`src/rtl/clint_timer_pkg.sv`:
```
// Shared CLINT definitions: bus widths, register offsets, address decode.
// The msip register is decoded only when CLINT_MSIP_EN is defined.
package clint_timer_pkg;

  localparam int DATA_BUS_SIZE  = 64;
  localparam int CLINT_ADDR_BUS = 64;

  typedef logic [DATA_BUS_SIZE-1:0]  data_bus_t;
  typedef logic [CLINT_ADDR_BUS-1:0] addr_bus_t;

  localparam addr_bus_t CLINT_BASE         = 64'h0000_0000_0200_0000;
  localparam addr_bus_t CLINT_MSIP_OFF     = 64'h0000_0000_0000_0000;
  localparam addr_bus_t CLINT_MTIMECMP_OFF = 64'h0000_0000_0000_4000;
  localparam addr_bus_t CLINT_MTIME_OFF    = 64'h0000_0000_0000_BFF8;

  typedef enum logic [1:0] {
    REG_NONE,
    REG_MSIP,
    REG_MTIMECMP,
    REG_MTIME
  } clint_reg_e;

  // Misaligned addresses never select a register, so they fall out as errors.
  function automatic clint_reg_e clint_decode(input addr_bus_t addr, input addr_bus_t base);
    clint_reg_e sel;
    sel = REG_NONE;
    if (addr[2:0] == 3'b000) begin
      if (addr == base + CLINT_MTIMECMP_OFF) begin
        sel = REG_MTIMECMP;
      end else if (addr == base + CLINT_MTIME_OFF) begin
        sel = REG_MTIME;
      end
`ifdef CLINT_MSIP_EN
      else if (addr == base + CLINT_MSIP_OFF) begin
        sel = REG_MSIP;
      end
`endif
    end
    return sel;
  endfunction

endpackage

```
`src/rtl/clint_prescaler.sv`:
```
// Free-running divider: tick is high for one cycle out of every TICK_DIV.
module clint_prescaler #(
  parameter int unsigned TICK_DIV = 1
) (
  input  logic clk,
  input  logic rst,
  output logic tick
);

  logic [15:0] count_reg;

  assign tick = (count_reg == 16'(TICK_DIV - 1));

  always_ff @(posedge clk) begin
    if (rst) begin
      count_reg <= '0;
    end else if (tick) begin
      count_reg <= '0;
    end else begin
      count_reg <= count_reg + 16'd1;
    end
  end

endmodule

```
`src/rtl/clint_timer.sv`:
```
// Core-local interruptor: mtime/mtimecmp registers, registered mtip, one-deep response slot.
// Optional msip register and clint_msip port when CLINT_MSIP_EN is defined.
module clint_timer
  import clint_timer_pkg::*;
#(
  parameter int unsigned TICK_DIV  = 1,
  parameter addr_bus_t   BASE_ADDR = CLINT_BASE
) (
  input  logic        clk,
  input  logic        rst,
  input  logic        req_valid,
  output logic        req_ready,
  input  logic [63:0] req_addr,
  input  logic        req_wen,
  input  logic [63:0] req_wdata,
  input  logic [7:0]  req_wstrb,
  output logic        rsp_valid,
  input  logic        rsp_ready,
  output logic [63:0] rsp_rdata,
  output logic        rsp_err,
  output logic        clint_mtip
`ifdef CLINT_MSIP_EN
  ,
  output logic        clint_msip
`endif
);

  data_bus_t  mtime_reg;
  data_bus_t  mtime_next;
  data_bus_t  mtimecmp_reg;
  data_bus_t  mtimecmp_next;
  data_bus_t  wmask;
  data_bus_t  rdata_next;
  logic       err_next;
  logic       tick;
  logic       accept;
  logic       wr;
  clint_reg_e sel;

  clint_prescaler #(
    .TICK_DIV(TICK_DIV)
  ) u_prescaler (
    .clk (clk),
    .rst (rst),
    .tick(tick)
  );

  assign req_ready = ~rsp_valid | rsp_ready;
  assign accept    = req_valid & req_ready;
  assign wr        = accept & req_wen;
  assign sel       = clint_decode(req_addr, BASE_ADDR);
  assign err_next  = (sel == REG_NONE);

  genvar gi;
  generate
    for (gi = 0; gi < 8; gi++) begin : g_wmask
      assign wmask[gi*8 +: 8] = {8{req_wstrb[gi]}};
    end
  endgenerate

`ifdef CLINT_MSIP_EN
  logic msip_next;

  always_comb begin
    msip_next = clint_msip;
    if (wr && sel == REG_MSIP && req_wstrb[0]) begin
      msip_next = req_wdata[0];
    end
  end

  always_ff @(posedge clk) begin
    if (rst) begin
      clint_msip <= 1'b0;
    end else begin
      clint_msip <= msip_next;
    end
  end
`endif

  // A software write to mtime overrides the tick increment for that cycle.
  always_comb begin
    mtime_next    = tick ? mtime_reg + 64'd1 : mtime_reg;
    mtimecmp_next = mtimecmp_reg;
    if (wr && sel == REG_MTIME && |req_wstrb) begin
      mtime_next = (mtime_reg & ~wmask) | (req_wdata & wmask);
    end
    if (wr && sel == REG_MTIMECMP) begin
      mtimecmp_next = (mtimecmp_reg & ~wmask) | (req_wdata & wmask);
    end
  end

  always_comb begin
    rdata_next = '0;
    if (!req_wen) begin
      case (sel)
        REG_MTIME:    rdata_next = mtime_reg;
        REG_MTIMECMP: rdata_next = mtimecmp_reg;
`ifdef CLINT_MSIP_EN
        REG_MSIP:     rdata_next = {63'b0, clint_msip};
`endif
        default:      rdata_next = '0;
      endcase
    end
  end

  always_ff @(posedge clk) begin
    if (rst) begin
      mtime_reg    <= '0;
      mtimecmp_reg <= '1;
      clint_mtip   <= 1'b0;
      rsp_valid    <= 1'b0;
      rsp_rdata    <= '0;
      rsp_err      <= 1'b0;
    end else begin
      mtime_reg    <= mtime_next;
      mtimecmp_reg <= mtimecmp_next;
      clint_mtip   <= (mtime_next >= mtimecmp_next);
      if (accept) begin
        rsp_valid <= 1'b1;
        rsp_rdata <= rdata_next;
        rsp_err   <= err_next;
      end else if (rsp_ready) begin
        rsp_valid <= 1'b0;
      end
    end
  end

endmodule
```
`config.mk`:
```
export PLATFORM = sky130hd
export DESIGN_NAME = clint_timer
export DESIGN_NICKNAME = d
export VERILOG_FILES = /design/src/rtl/clint_timer_pkg.sv /design/src/rtl/clint_prescaler.sv /design/src/rtl/clint_timer.sv
export SDC_FILE = /design/constraint.sdc
export NUM_CORES = 1
export LEC_CHECK = 0
export ABC_AREA = 1
export BUFFER_PORTS_ARGS = -buffer_cell sky130_fd_sc_hd__buf_2
export CORE_UTILIZATION = 30
export CTS_BUF_LIST = sky130_fd_sc_hd__clkbuf_4
export CTS_CLUSTER_DIAMETER = 80
export CTS_CLUSTER_SIZE = 16
export DETAILED_ROUTE_END_ITERATION = 10
export SLEW_MARGIN = 20
export SYNTH_ARGS = -nofsm -noshare
export SYNTH_HDL_FRONTEND = slang
export SYNTH_SLANG_ARGS = --single-unit
```
`constraint.sdc`:
```
create_clock -name clk -period 8.18 [get_ports clk]
set_input_delay 1.636 -clock clk [delete_from_list [all_inputs] [get_ports clk]]
set_output_delay 1.636 -clock clk [all_outputs]
set_load 0.1 [all_outputs]
```
==> After elaboration in Yosys (flattened, before gate mapping) <==
Index checks and enable logic that the tools add are counted.
{ "op_classes": {"n_addsub": 2, "order_cmp": 1, "eq_ne": 4, "mux": 10, "bitwise": 10, "reduce_logical": 9} }
{ "op_table": {"columns": ["op", "n"], "rows": [
  ["$mux W64", 4],
  ["$and A64 B64 Y64", 3],
  ["$eq A64 B26 Y1 const B", 2],
  ["$or A64 B64 Y64", 2],
  ["$pmux W64 S2", 1],
  ["$add A64 B1 Y64 const B", 1],
  ["$ge A64 B64 Y1", 1],
  ["$not A64 Y64", 1],
  ["$add A16 B1 Y16 const B", 1],
  ["$logic_not A16 Y1", 1],
  ["$reduce_or A8 Y1", 1],
  ["$mux W2", 3],
  ["$eq A2 B2 Y1 const B", 2],
  ["$logic_and A1 B1 Y1", 3],
  ["$logic_not A3 Y1", 1],
  ["$and A1 B1 Y1", 2],
  ["$logic_not A2 Y1", 1],
  ["$mux W1", 2],
  ["$reduce_bool A2 Y1", 1],
  ["$reduce_or A2 Y1", 1],
  ["$not A1 Y1", 1],
  ["$or A1 B1 Y1", 1]
]} }
{ "word_totals": {"register_bits": 211, "output_inout_bits": 68, "wordCells": 43} }

==> Longest topological paths before layout <==
Gate-level depths: netlist of the first run.
{ "depth": {"depth_word": 9, "ltp_mapped": 29} }

==> By module <==
From an unflattened synthesis of the first run, not the netlist that was laid out.
{ "unflattened": {"hier_cells": 2379, "area_unflattened_um2": 14674.1} }
{ "by_module_without_submodules": {"columns": ["module", "instances", "cells_per_inst", "area_each_um2", "seq_area_each_um2"], "rows": [
  ["clint_timer", 1, 2250, 13800.7, 3903.7],
  ["clint_prescaler", 1, 129, 873.3, 320.3]
]} }

==> Worst setup path after synthesis of the first run <==
No wires, ideal clock.
{ "synth_timing": {"path_type": "input to register", "from": "input rsp_ready", "to": "register clint_mtip", "t_arrival_ns": 4.610, "required_time_ns": 8.123, "setup_slack_ns": 3.514, "cell_stages": 23, "cell_sequence": "inv_1 > nand2_1 > nand2_1 > nor2_4 > nand2_1 > inv_2 > nand3_4 > inv_2 > buf_2 > nand3_1 > nand2_1 > inv_1 > ha_1 > nand2_1 > inv_1 > nand2_1 > nor3_1 > nand3_1 > nor2_1 > nand4_1 > nand3_1 > nand2_1 > inv_1"} }
{ "synth_via": {"elab_chain_cells": 7} }
{ "synth_rtl": {"columns": ["element", "line", "text"], "rows": [
  ["from (decl)", "clint_timer.sv:18", "input logic rsp_ready,"],
  ["$or A1 B1 Y1", "clint_timer.sv:48", "assign req_ready = ~rsp_valid | rsp_ready;"],
  ["via req_ready", "clint_timer.sv:12", "output logic req_ready,"],
  ["$and A1 B1 Y1", "clint_timer.sv:49", "assign accept = req_valid & req_ready;"],
  ["$and A1 B1 Y1", "clint_timer.sv:50", "assign wr = accept & req_wen;"],
  ["$logic_and A1 B1 Y1 (2 in a row)", "clint_timer.sv:84", "if (wr && sel == REG_MTIME && |req_wstrb) begin"],
  ["$mux W64", "clint_timer.sv:84", null],
  ["via mtime_next[45]", "clint_timer.sv:29", "data_bus_t mtime_next;"],
  ["$ge A64 B64 Y1", "clint_timer.sv:117", "clint_mtip <= (mtime_next >= mtimecmp_next);"],
  ["to (signal assigned)", "clint_timer.sv:117", null],
  ["to (decl)", "clint_timer.sv:21", "output logic clint_mtip"]
]} }
The timed path passes the listed nets, and every way through them passes these cells.
A chain may end at the register's enable or synchronous reset.

==> Final worst setup path of the first run <==
{ "layout_timing": {"from": "input req_addr[63]", "to": "register clint_mtip"} }
{ "layout_via": {"elab_chain_cells": 9} }
{ "layout_rtl": {"columns": ["element", "line", "text"], "rows": [
  ["from (decl)", "clint_timer.sv:13", "input logic [63:0] req_addr,"],
  ["$eq A64 B26 Y1", "clint_timer_pkg.sv:30", "end else if (addr == base + CLINT_MTIME_OFF) begin"],
  ["$mux W2", "clint_timer_pkg.sv:30", null],
  ["$mux W2 *", "clint_timer_pkg.sv:28", "if (addr == base + CLINT_MTIMECMP_OFF) begin"],
  ["$mux W2 *", "clint_timer_pkg.sv:27", "if (addr[2:0] == 3'b000) begin"],
  ["$eq A2 B2 Y1", "clint_timer.sv:84", null],
  ["$logic_and A1 B1 Y1 (2 in a row)", "clint_timer.sv:84", null],
  ["$mux W64", "clint_timer.sv:84", null],
  ["$ge A64 B64 Y1 *", "clint_timer.sv:117", null]
]} }
Mark *: on every way between the ends. The rest lies on a longest branch, timed or not.

==> reports/qor.csv, run 1 <==
stage,metric,value,unit
logic_synthesis,syn-num-nets,2640,
floorplanning,die-width,224,um
sta,fin_crit_sh,63.9,%
detailed_routing,first_pass_iters,6,
sta,finalHoldViolCount,0,
sta,worst_pin_slew,997,ps
job,drv_cap,0,
detailed_routing,detail-route-antenna-nets,0,
layout,nets,2778,
logic_synthesis,syn_avg_cell_area,6.07,sq um
placed_design,gp_congestion,0.980,
logic_synthesis,ys_seq_elements,211,
cts,cts_resized,0,
pwr,power.total,1.86,mW
floorplanning,ioPinCount,209,
logic_synthesis,yosysMostFrequentCell,nand2_1,
critical_path,start_kind,primary input,
floorplanning,start_util,30.7,%
logic_synthesis,synth.area.top_cells,"dfxtp_1 29%, nand2_1 17%, nand3_1 8.2%",
logic_synthesis,ys_top_cells_by_count,"662 x nand2_1, 285 x inv_1, 282 x nor2_1",
sta,period_minus_slack,5230,ps
critical_path,required,8880,ps
global_routing,grt_pass1_wl,84200,um
global_routing,grt_pass1_vias,15300,
min_path,hold_path.class,register to register,
floorplanning,core_area,48100,sq um
global_routing,grt_max_degree,81,
logic_synthesis,yosys.area.top_type,dfxtp_1,
sta,finalSetupTns,0,ps
placed_design,dpl_cell_area,16200,sq um
logic_synthesis,synth_area,14800,sq um
logic_synthesis,ys.flop_type,dfxtp_1,
floorplanning,dieHeight,224,um
sta,slew_viol_final,0,
cts,cts_setup_buffers,0,
pwr,powerDensity,112,nW/um^2
sta,setup_ws,2950,ps
placed_design,preCtsSetupSlack,2200,ps
pwr,vdd_drop_max,0.0000622,V
logic_synthesis,synthDistinctLibCells,39,
critical_path,arrival,5930,ps
cts,cts_buffer_depth,3,
placed_design,place_hpwl,39800,um
logic_synthesis,yosys_warnings,0,
logic_synthesis,synth_top_cell_area_share,28.6,%
sta,slew_headroom,33.0,%
logic_synthesis,async_flop_share,0,%
detailed_routing,wl_per_cell,16.4,um
cts,clock_sink_count,211,
sta,skew,48.0,ps
outcome,outcome,"finished, final reports clean",
cts,ctsHtreeMaxLevel,1,
layout,area_growth,12.3,%
logic_synthesis,syn_inst,2432,
detailed_routing,vias_per_cell,4.92,
detailed_routing,vias,15900,
cts,cts_inserted_buffers,21,
cts,insertion_delay,770,ps
cts,hold_buffers,0,
global_routing,antenna_found_initial,2,
logic_synthesis,synth-edff-count,0,
sta,setup-violations-final,0,
detailed_routing,drt-initial-drc-count,1236,
detailed_routing,wirelength,53100,um
pwr,power_leakage,8.19,nW
global_routing,grt.overflow.total,0,
layout,fin_area,16600,sq um
cts,root_buffer,clkbuf_4,
sta,grt_setup_unrepaired,no,
sta,fmax,191,MHz
global_routing,grt_use_total,21.0,%
cts,cts_tree,built,
logic_synthesis,yosysSeqAreaShare,28.6,%
cts,clkTransAtPathRegs,170,ps
critical_path,path_class,primary input to register,
floorplanning,fp-row-count,80,
detailed_routing,drcViolationCount,0,
critical_path,critPathCaptureType,register,
critical_path,worstPathMaxFanout,55,
placed_design,port_buffers,208,
floorplanning,die_area,50100,sq um
layout,drive_gt1_share,13.2,%
## final timing paths
kind,from,end,slack (ps),cells after the start
setup / recovery,req_addr[63],clint_mtip$_SDFF_PP0_,2950,22
hold reg to reg,rsp_rdata[33]$_SDFFE_PP0P_,rsp_rdata[33]$_SDFFE_PP0P_,470,2
hold / removal,rsp_rdata[33]$_SDFFE_PP0P_,rsp_rdata[33]$_SDFFE_PP0P_,470,2
setup reg to reg,rsp_valid$_SDFFE_PP0P_,clint_mtip$_SDFF_PP0_,4190,21
## layout by cell type (no fill, tap or decap), types with 5 or more instances in the layout
| master | netlist | routed |
|---|---|---|
| a21oi_1 | 156 | 156 |
| buf_2 | 34 | 207 |
| buf_4 | 7 | 16 |
| clkbuf_4 | 0 | 21 |
| clkinv_1 | 4 | 5 |
| dfxtp_1 | 211 | 211 |
| ha_1 | 67 | 67 |
| inv_1 | 285 | 282 |
| inv_2 | 19 | 22 |
| nand2_1 | 662 | 661 |
| nand2_2 | 6 | 7 |
| nand3_1 | 241 | 241 |
| nand4_1 | 58 | 58 |
| nor2_1 | 282 | 282 |
| nor2_2 | 18 | 17 |
| nor2_4 | 11 | 12 |
| nor3_1 | 25 | 25 |
| nor3_2 | 8 | 7 |
| nor4_1 | 5 | 5 |
| o211ai_1 | 40 | 40 |
| o21ai_0 | 118 | 118 |
| o21ai_1 | 44 | 44 |
| or2_1 | 11 | 11 |
| or2_2 | 9 | 9 |
| xor2_1 | 21 | 21 |
## critical path: stages
cell,delay [ps]
buf_2,100
nor2_1,90
nand2_1,60
nor2_1,100
nand2_1,60
inv_1,60
nand2_2,100
inv_4,480
nand2_2,560
nor2_4,860
o211ai_1,220
o21ai_1,160
inv_2,50
ha_1,260
nand2_1,50
nor3_1,280
nand3_1,180
nor2_1,230
nand4_1,130
nand3_1,110
nand2_1,50
inv_1,70
## final cells by class
cell class              instances  area [sq um]
clock buffers                  21           158
well taps                     656           821
inverters                     309          1160
multi-input cells            1804          8880
diodes                          1          2.50
flip-flops and latches        211          4220
fillers                      5520         31600
clock inverters                14           178
repair buffers                223          1160
## through the flow
stage	instances	utilization [%]	hold slack [ps]
6_report	3239	34.4	470
5_1_grt	3239	34.4	486
4_1_cts	3238	34.4	475
3_5_place_dp	3203	33.7	449
3_3_place_gp	3203	33.7	446
2_1_floorplan	2432	-	430
## cells by family (layout without fill, tap and decap cells)
family | after synthesis | in the layout | synth area share [%]
other | 0 | 1 | 0
AO/OA/AOI/OAI | 362 | 362 | 13.0
AND/OR/NAND/NOR | 1351 | 1351 | 39.9
XOR/XNOR | 24 | 24 | 1.42
flip-flops | 211 | 211 | 28.6
adder cells (fa/ha/maj) | 67 | 67 | 5.68
buffers and inverters | 417 | 567 | 11.3
## per-layer routing
| layer | up-vias | track usage, % | wire length (um) |
|---|---|---|---|
| li1 | 8146 | - | - |
| met1 | 7303 | 29.1 | 25200 |
| met2 | 416 | 34.2 | 23600 |
| met3 | 65 | 2.92 | 3040 |
| met4 | 0 | 5.19 | 1320 |
| met5 | - | 0 | 0 |
## where the power goes
group / switching [mW] / internal, mW / leakage (nW)
Sequential: 0.00274 / 1.03 / 1.70
Clock: 0.429 / 0.237 / 0.176
Combinational: 0.114 / 0.0451 / 6.31
Total: 0.546 / 1.31 / 8.19
(Power assumes the default switching activity.)
==> run 2: changes to the inputs <==
- clock period: 8.18 -> 5.4 ns (I/O delays scaled with it)
==> run 2 against run 1 <==
  * The flow now finishes with violations (DRC)
  * Routed wire length up 0.79%
  * First-iteration DRC count is 3.1% higher
  * Total power grew 43%
  * Largest cell class unchanged
  * Highest routed layer unchanged
==> reports/qor.csv, run 2 (same netlist as run 1, synthesis figures left out) <==
stage,metric,value,unit,change
layout,final_cells,3243,,was 3239
layout,layout_common_cells,"661 x nand2_1, 282 x inv_1, 282 x nor2_1",,unchanged
global_routing,busiest_layer,met2,,unchanged
detailed_routing,drt-initial-drc-count,1274,,was 1236
placed_design,dpl_cell_area,16300,sq um,was 16200 sq um
sta,finalHoldViolCount,0,,unchanged
sta,fmax,247,MHz,
placed_design,gp_congestion,0.952,,was 0.980
min_path,hold_path.class,register to register,,unchanged
layout,fin_util,34.4,%,about the same
global_routing,grt.overflow.total,0,,unchanged
critical_path,worstPathMaxFanout,42,,was 55
pwr,vdd_drop_max,0.000110,V,was 0.0000622 V
detailed_routing,vias_per_cell,4.92,,about the same
layout,nets,2784,,was 2778
pwr,power_leakage,8.18,nW,was 8.19 nW
sta,grt_setup_unrepaired,no,,unchanged
global_routing,antenna_found_initial,2,,unchanged
cts,cts_resized,0,,unchanged
job,drv_cap,0,,unchanged
global_routing,grt_use_total,21.4,%,was 21.0%
sta,setup-violations-final,0,,unchanged
pwr,power.total,2.66,mW,was 1.86 mW
sta,finalHoldWorstSlack,473,ps,was 470 ps
cts,ctsHtreeMaxLevel,1,,unchanged
layout,regArea,4220,sq um,unchanged
sta,slew_viol_final,0,,unchanged
detailed_routing,vias,15900,,about the same
cts,insertion_delay,720,ps,was 770 ps
cts,clock_sink_count,211,,unchanged
layout,nFillCells,5473,,was 5520
layout,fin_area,16500,sq um,was 16600 sq um
critical_path,path_class,primary input to register,,unchanged
pwr,powerDensity,161,nW/um^2,was 112 nW/um^2
placed_design,preCtsSetupSlack,650,ps,was 2200 ps
sta,setup_ws,1350,ps,was 2950 ps
critical_path,slowest_stage,inv_2,,was nor2_4
detailed_routing,first_pass_iters,11,,was 6
floorplanning,die_area,50100,sq um,unchanged
sta,slew_headroom,40.7,%,was 33.0%
floorplanning,start_util,30.7,%,unchanged
floorplanning,core_area,48100,sq um,unchanged
sta,worst_pin_slew,885,ps,was 997 ps
cts,cts_setup_buffers,0,,unchanged
floorplanning,ioPinCount,209,,unchanged
floorplanning,die-width,224,um,unchanged
detailed_routing,detail-route-antenna-nets,0,,unchanged
cts,clkTransAtPathRegs,170,ps,about the same
detailed_routing,wl_per_cell,16.5,um,was 16.4 um
cts,cts_tree,built,,unchanged
critical_path,path_common_cell,nand2_1,,unchanged
critical_path,path_cells,buf_2 -> inv_1 -> nand2_1 -> nand2_2 -> nor2_4 -> nand2_1 -> inv_2 -> nand3_4 -> inv_2 -> nand3_1 -> nand2_1 -> inv_1 -> ha_1 -> nand2_1 -> inv_1 -> nand2_1 -> nor3_1 -> nand3_1 -> nor2_1 -> nand4_1 -> nand3_1 -> nand2_1 -> inv_1,,was buf_2 -> nor2_1 -> nand2_1 -> nor2_1 -> nand2_1 -> inv_1 -> nand2_2 -> inv_4 -> nand2_2 -> nor2_4 -> o211ai_1 -> o21ai_1 -> inv_2 -> ha_1 -> nand2_1 -> nor3_1 -> nand3_1 -> nor2_1 -> nand4_1 -> nand3_1 -> nand2_1 -> inv_1
layout,final_common_cell,nand2_1,,unchanged
layout,drive_gt1_share,13.3,%,was 13.2%
outcome,outcome,"complete, but fails checks",,"was finished, final reports clean"
layout,area_growth,12.0,%,was 12.3%
sta,period_minus_slack,4050,ps,
cts,hold_buffers,0,,unchanged
global_routing,use_met2,35.1,%,was 34.2%
critical_path,arrival,4720,ps,was 5930 ps
detailed_routing,wirelength,53600,um,was 53100 um
placed_design,dpl.cell_count,3210,,was 3203
global_routing,grtUsageMet1,29.5,%,was 29.1%
placed_design,place_hpwl,40400,um,was 39800 um
layout,multiInputGateArea,8880,sq um,about the same
placed_design,port_buffers,208,,unchanged
critical_path,critPathCaptureType,register,,unchanged
cts,cts_buffer_depth,3,,unchanged
cts,cts_inserted_buffers,20,,was 21
sta,fin_crit_sh,75.1,%,
critical_path,required,6060,ps,was 8880 ps
sta,finalSetupTns,0,ps,unchanged
sta,skew,51.7,ps,was 48.0 ps
global_routing,grt_pass1_wl,85100,um,was 84200 um
global_routing,grt_max_degree,73,,was 81
floorplanning,fp-row-count,80,,unchanged
critical_path,start_kind,primary input,,unchanged
cts,root_buffer,clkbuf_4,,unchanged
global_routing,use_met3,2.75,%,was 2.92%
floorplanning,dieHeight,224,um,unchanged
outcome,violations,DRC,,
detailed_routing,drcViolationCount,1,,was 0
critical_path,worst_path_largest_cell_delay,590,ps,was 860 ps
global_routing,grt_pass1_vias,15200,,was 15.3k
-- run 2: critical path, delay by kind of cell --
| kind | cells | cell delay [ps] |
|---|---|---|
| adder cells (fa/ha/maj) | 1 | 280 |
| AND/OR/NAND/NOR | 15 | 2400 |
| buffers and inverters | 7 | 940 |
-- run 2: final timing paths --
| kind | to | slack (ps) | startpoint | depth (start not counted) |
|---|---|---|---|---|
| max | clint_mtip$_SDFF_PP0_ | 1350 | rsp_ready | 23 |
| min | rsp_rdata[5]$_SDFFE_PP0P_ | 470 | rsp_rdata[5]$_SDFFE_PP0P_ | 2 |
| max reg2reg | clint_mtip$_SDFF_PP0_ | 1460 | rsp_valid$_SDFFE_PP0P_ | 21 |
| min reg2reg | rsp_rdata[5]$_SDFFE_PP0P_ | 470 | rsp_rdata[5]$_SDFFE_PP0P_ | 2 |
-- run 2: area by class of cell --
cell class	count	area share, %
multi-input cells	1804	53.6
flip-flops and latches	211	25.5
repair buffers	230	7.30
inverters	309	7.02
well taps	656	4.96
clock buffers	23	1.04
clock inverters	8	0.461
diodes	2	0.0302
-- run 2: power by group --
group | total, mW | switching (mW) | internal [mW]
registers | 1.57 | 0.00418 | 1.56
logic | 0.247 | 0.177 | 0.0702
clock network | 0.844 | 0.617 | 0.227
total | 2.66 | 0.798 | 1.86
-- run 2: layer usage --
layer	share of wire (%)	vias to the layer above
li1	-	8140
met1	46	7270
met2	45	477
met3	6.5	55
met4	2.0	0
met5	0	-
